[src/rtl/alu_serie.sv]
// Bit-serial N-bit ALU: operands shift through one 1-bit cal cell, LSB first,
// with the carry and the result bits captured back into registers.

module cal (
  input  logic       i_a,
  input  logic       i_b,
  input  logic       i_c,
  input  logic       i_l,
  input  logic [1:0] i_s,
  output logic       o_r,
  output logic       o_c
);

  logic w_sum;
  logic w_log;

  assign w_sum = i_a ^ i_b ^ i_c;
  assign o_c   = (i_a & i_b) | (i_a & i_c) | (i_b & i_c);

  always_comb begin
    w_log = 1'b0;
    case (i_s)
      2'b00:   w_log = i_a & i_b;
      2'b01:   w_log = i_a | i_b;
      2'b10:   w_log = i_a ^ i_b;
      default: w_log = ~i_a;
    endcase
  end

  assign o_r = i_l ? w_log : w_sum;

endmodule

// Handshake: i_start is sampled only while idle; an accepted request keeps
// o_busy high until the cycle after the single-cycle o_done pulse. There is
// no back-pressure and no queuing; a start seen while busy is dropped.
module alu_serie #(
  parameter int N = 4
) (
  input  logic         i_clk,
  input  logic         i_rst_n,
  input  logic         i_start,
  input  logic [N-1:0] i_a,
  input  logic [N-1:0] i_b,
  input  logic         i_l,
  input  logic [1:0]   i_s,
  output logic         o_busy,
  output logic         o_done,
  output logic [N-1:0] o_r,
  output logic         o_c_out,
  output logic         o_v,
  output logic         o_z,
  output logic [1:0]   o_state
);

  localparam int CW = (N > 1) ? $clog2(N) : 1;
  localparam logic [CW-1:0] LAST = CW'(N - 1);

  typedef enum logic [1:0] {
    S_IDLE = 2'd0,
    S_RUN  = 2'd1,
    S_DONE = 2'd2
  } state_t;

  state_t r_state;
  state_t w_next;

  logic [N-1:0]  r_a;
  logic [N-1:0]  r_b;
  logic [N-1:0]  r_r;
  logic          r_l;
  logic [1:0]    r_s;
  logic          r_carry;
  logic [CW-1:0] r_cnt;
  logic          r_c_out;
  logic          r_v;
  logic          r_z;

  logic          w_b_bit;
  logic          w_cell_r;
  logic          w_cell_c;
  logic          w_last;
  logic [N-1:0]  w_r_next;
  logic          w_busy;
  logic          w_done;

  // Subtract feeds ~B into the adder; the +1 comes from the preset carry.
  assign w_b_bit  = r_b[0] ^ (~r_l & r_s[0]);
  assign w_last   = (r_cnt == LAST);
  assign w_r_next = {w_cell_r, r_r[N-1:1]};

  cal u_cal (
    .i_a (r_a[0]),
    .i_b (w_b_bit),
    .i_c (r_carry),
    .i_l (r_l),
    .i_s (r_s),
    .o_r (w_cell_r),
    .o_c (w_cell_c)
  );

  always_ff @(posedge i_clk or negedge i_rst_n) begin
    if (!i_rst_n) begin
      r_state <= S_IDLE;
    end else begin
      r_state <= w_next;
    end
  end

  always_comb begin
    w_next = r_state;
    case (r_state)
      S_IDLE:  if (i_start) w_next = S_RUN;
      S_RUN:   if (w_last) w_next = S_DONE;
      S_DONE:  w_next = S_IDLE;
      default: w_next = S_IDLE;
    endcase
  end

  always_comb begin
    w_busy = 1'b0;
    w_done = 1'b0;
    case (r_state)
      S_RUN:   w_busy = 1'b1;
      S_DONE: begin
        w_busy = 1'b1;
        w_done = 1'b1;
      end
      default: begin
        w_busy = 1'b0;
        w_done = 1'b0;
      end
    endcase
  end

  // Flags are captured on the MSB step itself, so they are valid together
  // with the done pulse and hold until the next accepted start clears them.
  always_ff @(posedge i_clk or negedge i_rst_n) begin
    if (!i_rst_n) begin
      r_a     <= '0;
      r_b     <= '0;
      r_r     <= '0;
      r_l     <= 1'b0;
      r_s     <= 2'b00;
      r_carry <= 1'b0;
      r_cnt   <= '0;
      r_c_out <= 1'b0;
      r_v     <= 1'b0;
      r_z     <= 1'b0;
    end else begin
      case (r_state)
        S_IDLE: begin
          if (i_start) begin
            r_a     <= i_a;
            r_b     <= i_b;
            r_l     <= i_l;
            r_s     <= i_s;
            r_r     <= '0;
            r_cnt   <= '0;
            r_carry <= ~i_l & i_s[0];
            r_c_out <= 1'b0;
            r_v     <= 1'b0;
            r_z     <= 1'b0;
          end
        end
        S_RUN: begin
          r_a     <= r_a >> 1;
          r_b     <= r_b >> 1;
          r_r     <= w_r_next;
          r_carry <= w_cell_c;
          if (w_last) begin
            r_c_out <= ~r_l & w_cell_c;
            r_v     <= ~r_l & (r_carry ^ w_cell_c);
            r_z     <= (w_r_next == '0);
          end else begin
            r_cnt <= r_cnt + 1'b1;
          end
        end
        default: begin
          r_cnt <= r_cnt;
        end
      endcase
    end
  end

  assign o_busy  = w_busy;
  assign o_done  = w_done;
  assign o_r     = r_r;
  assign o_c_out = r_c_out;
  assign o_v     = r_v;
  assign o_z     = r_z;
  assign o_state = r_state;

endmodule
[config.mk]
export PLATFORM = sky130hd
export DESIGN_NAME = alu_serie
export DESIGN_NICKNAME = d
export VERILOG_FILES = /design/src/rtl/alu_serie.sv
export SDC_FILE = /design/constraint.sdc
export NUM_CORES = 1
export LEC_CHECK = 0
export CAP_MARGIN = 20
export CORE_MARGIN = 2
export CORE_UTILIZATION = 30
export DETAILED_ROUTE_END_ITERATION = 10
export PLACE_DENSITY = 0.47
export SETUP_SLACK_MARGIN = 0.5
export SLEW_MARGIN = 15
export SYNTH_ARGS = -nofsm -noshare
export SYNTH_HDL_FRONTEND = slang
export SYNTH_SLANG_ARGS = --single-unit
[constraint.sdc]
create_clock -name i_clk -period 2.05 [get_ports i_clk]
set_input_delay 0.41 -clock i_clk [delete_from_list [all_inputs] [get_ports i_clk]]
set_output_delay 0.41 -clock i_clk [all_outputs]
set_load 0.01 [all_outputs]
==> metrics.txt <==
# TYPE chip_impl_metric gauge
chip_impl_metric{name="antennaDiodeCount",unit=""} 0
chip_impl_metric{name="setup_viol_count_final",unit=""} 0
chip_impl_metric{name="synth_async_sr_flop_share",unit=""} 1.00
chip_impl_metric{name="clock_skew",unit="ps"} 7.77
chip_impl_metric{name="top_level_ports",unit=""} 25
chip_impl_metric{name="route.met2.wl",unit="mm"} 1.36
chip_impl_metric{name="globalRouteTotalUtil",unit=""} 0.144
chip_impl_metric{name="placement.io_buffers",unit=""} 24
chip_impl_metric{name="layout.cells.non_filler",unit=""} 203
chip_impl_metric{name="power_leakage",unit="nW"} 0.780
chip_impl_info{name="min-delay-path-class",value="primary input to asynchronous set/reset pin"} 1
chip_impl_metric{name="maximum_cell_stage_delay_along_the_critical_path",unit="ps"} 540
chip_impl_info{name="tritoncts",value="yes"} 1
chip_impl_metric{name="cts.sinks",unit=""} 23
chip_impl_metric{name="clk_pin_slew_worst_paths",unit="ps"} 90
chip_impl_metric{name="post-route-util",unit=""} 0.439
chip_impl_metric{name="post_synth_num_cell_types",unit=""} 38
chip_impl_metric{name="routed_metal_1_wire_length",unit="mm"} 1.48
chip_impl_metric{name="yosys_register_bits",unit=""} 23
chip_impl_metric{name="period_share",unit=""} 0.812
chip_impl_metric{name="initial_utilization",unit=""} 0.312
chip_impl_metric{name="detailedRoute.firstIterationViolations",unit=""} 19
chip_impl_metric{name="globalplace.congestion",unit=""} 0.743
chip_impl_metric{name="min_period",unit="ps"} 1660
chip_impl_metric{name="timing.max_cap.violations",unit=""} 0
chip_impl_metric{name="die_y",unit="µm"} 68.5
chip_impl_metric{name="hpwlAfterDp",unit="mm"} 2.06
chip_impl_metric{name="num_vias",unit=""} 1013
chip_impl_metric{name="met3_length",unit="µm"} 95
chip_impl_info{name="grt_setup_unrepaired",value="true"} 1
chip_impl_metric{name="postCtsHoldBufs",unit=""} 0
chip_impl_metric{name="cts.path.max_buffers",unit=""} 2
chip_impl_info{name="crit_path_cell_trace",value="nand2b_4, xnor2_4, fa_2, o221ai_2, a32o_1"} 1
chip_impl_metric{name="via_per_inst",unit=""} 4.99
chip_impl_info{name="status",value="finished, final reports clean"} 1
chip_impl_metric{name="synthesized_nets",unit=""} 137
chip_impl_metric{name="fmax",unit="MHz"} 601
chip_impl_metric{name="synthesis.area_per_instance",unit="µm²"} 10.8
chip_impl_metric{name="numPlacedInstances",unit=""} 190
chip_impl_metric{name="synth.yosys.seq_area_share",unit=""} 0.462
chip_impl_metric{name="final.setup.worst_slack",unit="ps"} 386
chip_impl_metric{name="arrival_time_at_the_worst_endpoint",unit="ps"} 1840
chip_impl_metric{name="worst_slew_pin_slew",unit="ps"} 400
chip_impl_metric{name="slew_viol_final",unit=""} 0
chip_impl_metric{name="synthesis.instances",unit=""} 115
chip_impl_metric{name="number_of_antenna_violations_at_the_first_check_in_global_routing",unit=""} 0
chip_impl_metric{name="detail_route.first_pass.iterations",unit=""} 4
chip_impl_metric{name="yosys_warnings",unit=""} 0
chip_impl_metric{name="place_ws",unit="ps"} 97.1
chip_impl_metric{name="synth-edff-count",unit=""} 0
chip_impl_metric{name="placedInstanceArea",unit="µm²"} 1570
chip_impl_metric{name="ctsHtreeMaxLevel",unit=""} 1
chip_impl_metric{name="grt_pass1_wl",unit="mm"} 4.95
chip_impl_metric{name="yosys.area.top_type_share",unit=""} 0.462
chip_impl_info{name="synth_top_cells_by_count",value="23 x sky130_fd_sc_hd__dfrtp_1, 13 x sky130_fd_sc_hd__o22ai_1, 10 x sky130_fd_sc_hd__a21oi_1"} 1
chip_impl_metric{name="synthToLayoutAreaGrowth",unit="%"} 41.0
chip_impl_metric{name="drive_above_1_share",unit=""} 0.275
chip_impl_info{name="post-synth-top-count-cell",value="sky130_fd_sc_hd__dfrtp_1"} 1
chip_impl_metric{name="total_standard_cell_area_after_synthesis",unit="µm²"} 1250
chip_impl_info{name="critPathCaptureType",value="flop"} 1
chip_impl_info{name="critical_path_slowest_stage_cell",value="sky130_fd_sc_hd__fa_2"} 1
chip_impl_metric{name="clk-insertion-delay-late",unit="ps"} 270
chip_impl_metric{name="drc",unit=""} 0
chip_impl_metric{name="final_cell_area",unit="µm²"} 1760
chip_impl_info{name="clock_root_cell",value="sky130_fd_sc_hd__clkbuf_8"} 1
chip_impl_metric{name="cp_data_required_time",unit="ps"} 2220
chip_impl_metric{name="path_max_fanout",unit=""} 3
chip_impl_metric{name="numCtsBuffers",unit=""} 3
chip_impl_info{name="routed.top_layer",value="met4"} 1
chip_impl_info{name="synth_area_leaders",value="sky130_fd_sc_hd__dfrtp_1 46%, sky130_fd_sc_hd__ha_1 7.0%, sky130_fd_sc_hd__o22ai_1 6.5%, sky130_fd_sc_hd__a21oi_1 4.0%, sky130_fd_sc_hd__a22o_1 3.5%"} 1
chip_impl_metric{name="number_of_hold_slack_violations_in_the_final_timing_report",unit=""} 0
chip_impl_metric{name="power.density_cell_area",unit="nW/µm²"} 1700
chip_impl_info{name="startpoint_class",value="flop"} 1
chip_impl_metric{name="grt_remaining_overflow",unit=""} 0
chip_impl_metric{name="route.final.wire_length",unit="mm"} 2.98
chip_impl_metric{name="dieArea",unit="µm²"} 4690
chip_impl_metric{name="rows",unit=""} 23
chip_impl_metric{name="critPathBufInv",unit=""} 0
chip_impl_metric{name="core_region_area",unit="µm²"} 4000
chip_impl_metric{name="ir_drop",unit="V"} 0.000622
chip_impl_metric{name="avgRoutedWirePerCell",unit="µm"} 14.7
chip_impl_info{name="critical-path-top-delay-family",value="adder cells"} 1
chip_impl_metric{name="internal_reg_to_reg_setup_slack",unit="ps"} 390
chip_impl_metric{name="worst_slew_margin_relative_to_its_limit",unit=""} 0.734
chip_impl_metric{name="layout.nets",unit=""} 176
chip_impl_metric{name="first_global_vias",unit=""} 970
chip_impl_metric{name="final.setup.tns",unit="ps"} 0
chip_impl_info{name="timing_worst_setup_path_type",value="flop to flop"} 1
chip_impl_metric{name="drtAntennaViolNets",unit=""} 0
chip_impl_info{name="synth.largest_area_cell",value="sky130_fd_sc_hd__dfrtp_1"} 1
chip_impl_metric{name="fp.dieW",unit="µm"} 68.5
chip_impl_info{name="synth_flop_cell",value="sky130_fd_sc_hd__dfrtp_1"} 1
chip_impl_metric{name="maximum_number_of_pins_on_one_net_before_global_route_repair",unit=""} 24
cells in the final DEF, fill, tap and decap left out, types with 2 or more instances in the layout:
cell type                         count
sky130_fd_sc_hd__a31oi_1              2
sky130_fd_sc_hd__nor2b_1              2
sky130_fd_sc_hd__dfrtp_1             23
sky130_fd_sc_hd__buf_4               12
sky130_fd_sc_hd__mux2i_1              2
sky130_fd_sc_hd__nand2_1              7
sky130_fd_sc_hd__o22ai_1             13
sky130_fd_sc_hd__inv_2                2
sky130_fd_sc_hd__ha_1                 4
sky130_fd_sc_hd__buf_6                4
sky130_fd_sc_hd__a21oi_1             10
sky130_fd_sc_hd__dlygate4sd2_1        8
sky130_fd_sc_hd__clkbuf_8             3
sky130_fd_sc_hd__o21ai_0              5
sky130_fd_sc_hd__a22o_1               5
sky130_fd_sc_hd__clkdlybuf4s50_1     13
sky130_fd_sc_hd__o21ai_1              3
sky130_fd_sc_hd__inv_1                5
sky130_fd_sc_hd__ha_4                 3
sky130_fd_sc_hd__nand2b_4             2
sky130_fd_sc_hd__mux2_2               3
per-layer routing:
layer | track usage | vias up
met1 | 0.204 | 494
met4 | 0.0600 | 0
li1 | - | 498
met2 | 0.216 | 17
met5 | 0 | -
met3 | 0.0247 | 4
power breakdown:
group	internal (mW)	switching, mW	total, mW
Clock	0.136	0.162	0.298
Combinational	0.939	0.917	1.86
Sequential	0.656	0.182	0.838
Total	1.73	1.26	2.99
state kept, by name (all words and copies together) (netlist names):
signal   count
r_cnt        2
o_z          1
r_b          4
r_s          2
r_carry      1
r_a          4
o_state      2
o_c_out      1
o_r          4
r_l          1
o_v          1
cell type report:
cell class / instances / area [µm²]
Fill cell: 389 / 2240
Tap cell: 50 / 62.6
Timing Repair Buffer: 38 / 345
Sequential cell: 23 / 576
Clock inverter: 1 / 5.00
Multi-Input combinational cell: 81 / 701
Inverter: 7 / 26.3
Clock buffer: 3 / 41.3
timing repair:
action / CTS / global route
setup buffers: 5 / 4
resized for setup: 20 / 18
setup endpoints to repair: 30 / 25
pin swaps: 0 / 2
through the flow:
| stage | hold WS [ps] | total power [mW] |
|---|---|---|
| CTS | 494 | 2.80 |
| global placement | 485 | 2.41 |
| floorplan | 114 | 1.94 |
| detailed placement | 493 | 2.44 |
| global route | 514 | 3.25 |
| finish | 482 | 2.99 |
worst paths after layout:
kind	depth (start not counted)	to	startpoint
max	5	o_z$_DFFE_PN0P_	r_l$_DFFE_PN0P_
min	2	o_r[2]$_DFFE_PN0P_	i_rst_n
max reg2reg	5	o_z$_DFFE_PN0P_	r_l$_DFFE_PN0P_
min reg2reg	1	o_r[0]$_DFFE_PN0P_	o_r[0]$_DFFE_PN0P_
max in group asynchronous	2	r_b[2]$_DFFE_PN0P_	i_rst_n
min in group i_clk	1	o_r[0]$_DFFE_PN0P_	o_r[0]$_DFFE_PN0P_
worst register-to-register path, delay by kind of cell, from the launching register on:
| family | cells | cell delay [ps] |
|---|---|---|
| flip-flops | 1 | 400 |
| adder cells (fa/ha/maj) | 1 | 540 |
| AND/OR/NAND/NOR | 1 | 160 |
| XOR/XNOR | 1 | 140 |
| AO/OA/AOI/OAI | 2 | 340 |
logic make-up after synthesis:
family | Yosys count | synth area share
muxes | 6 | 0.0552
AOI/OAI and AO/OA | 42 | 0.218
xor gates and xnor gates | 2 | 0.0141
buffers and inverters | 11 | 0.0522
adders and majority gates | 8 | 0.0863
and+or+nand+nor | 23 | 0.112
DFF | 23 | 0.462
No activity file was read; power rests on OpenSTA's default activity.
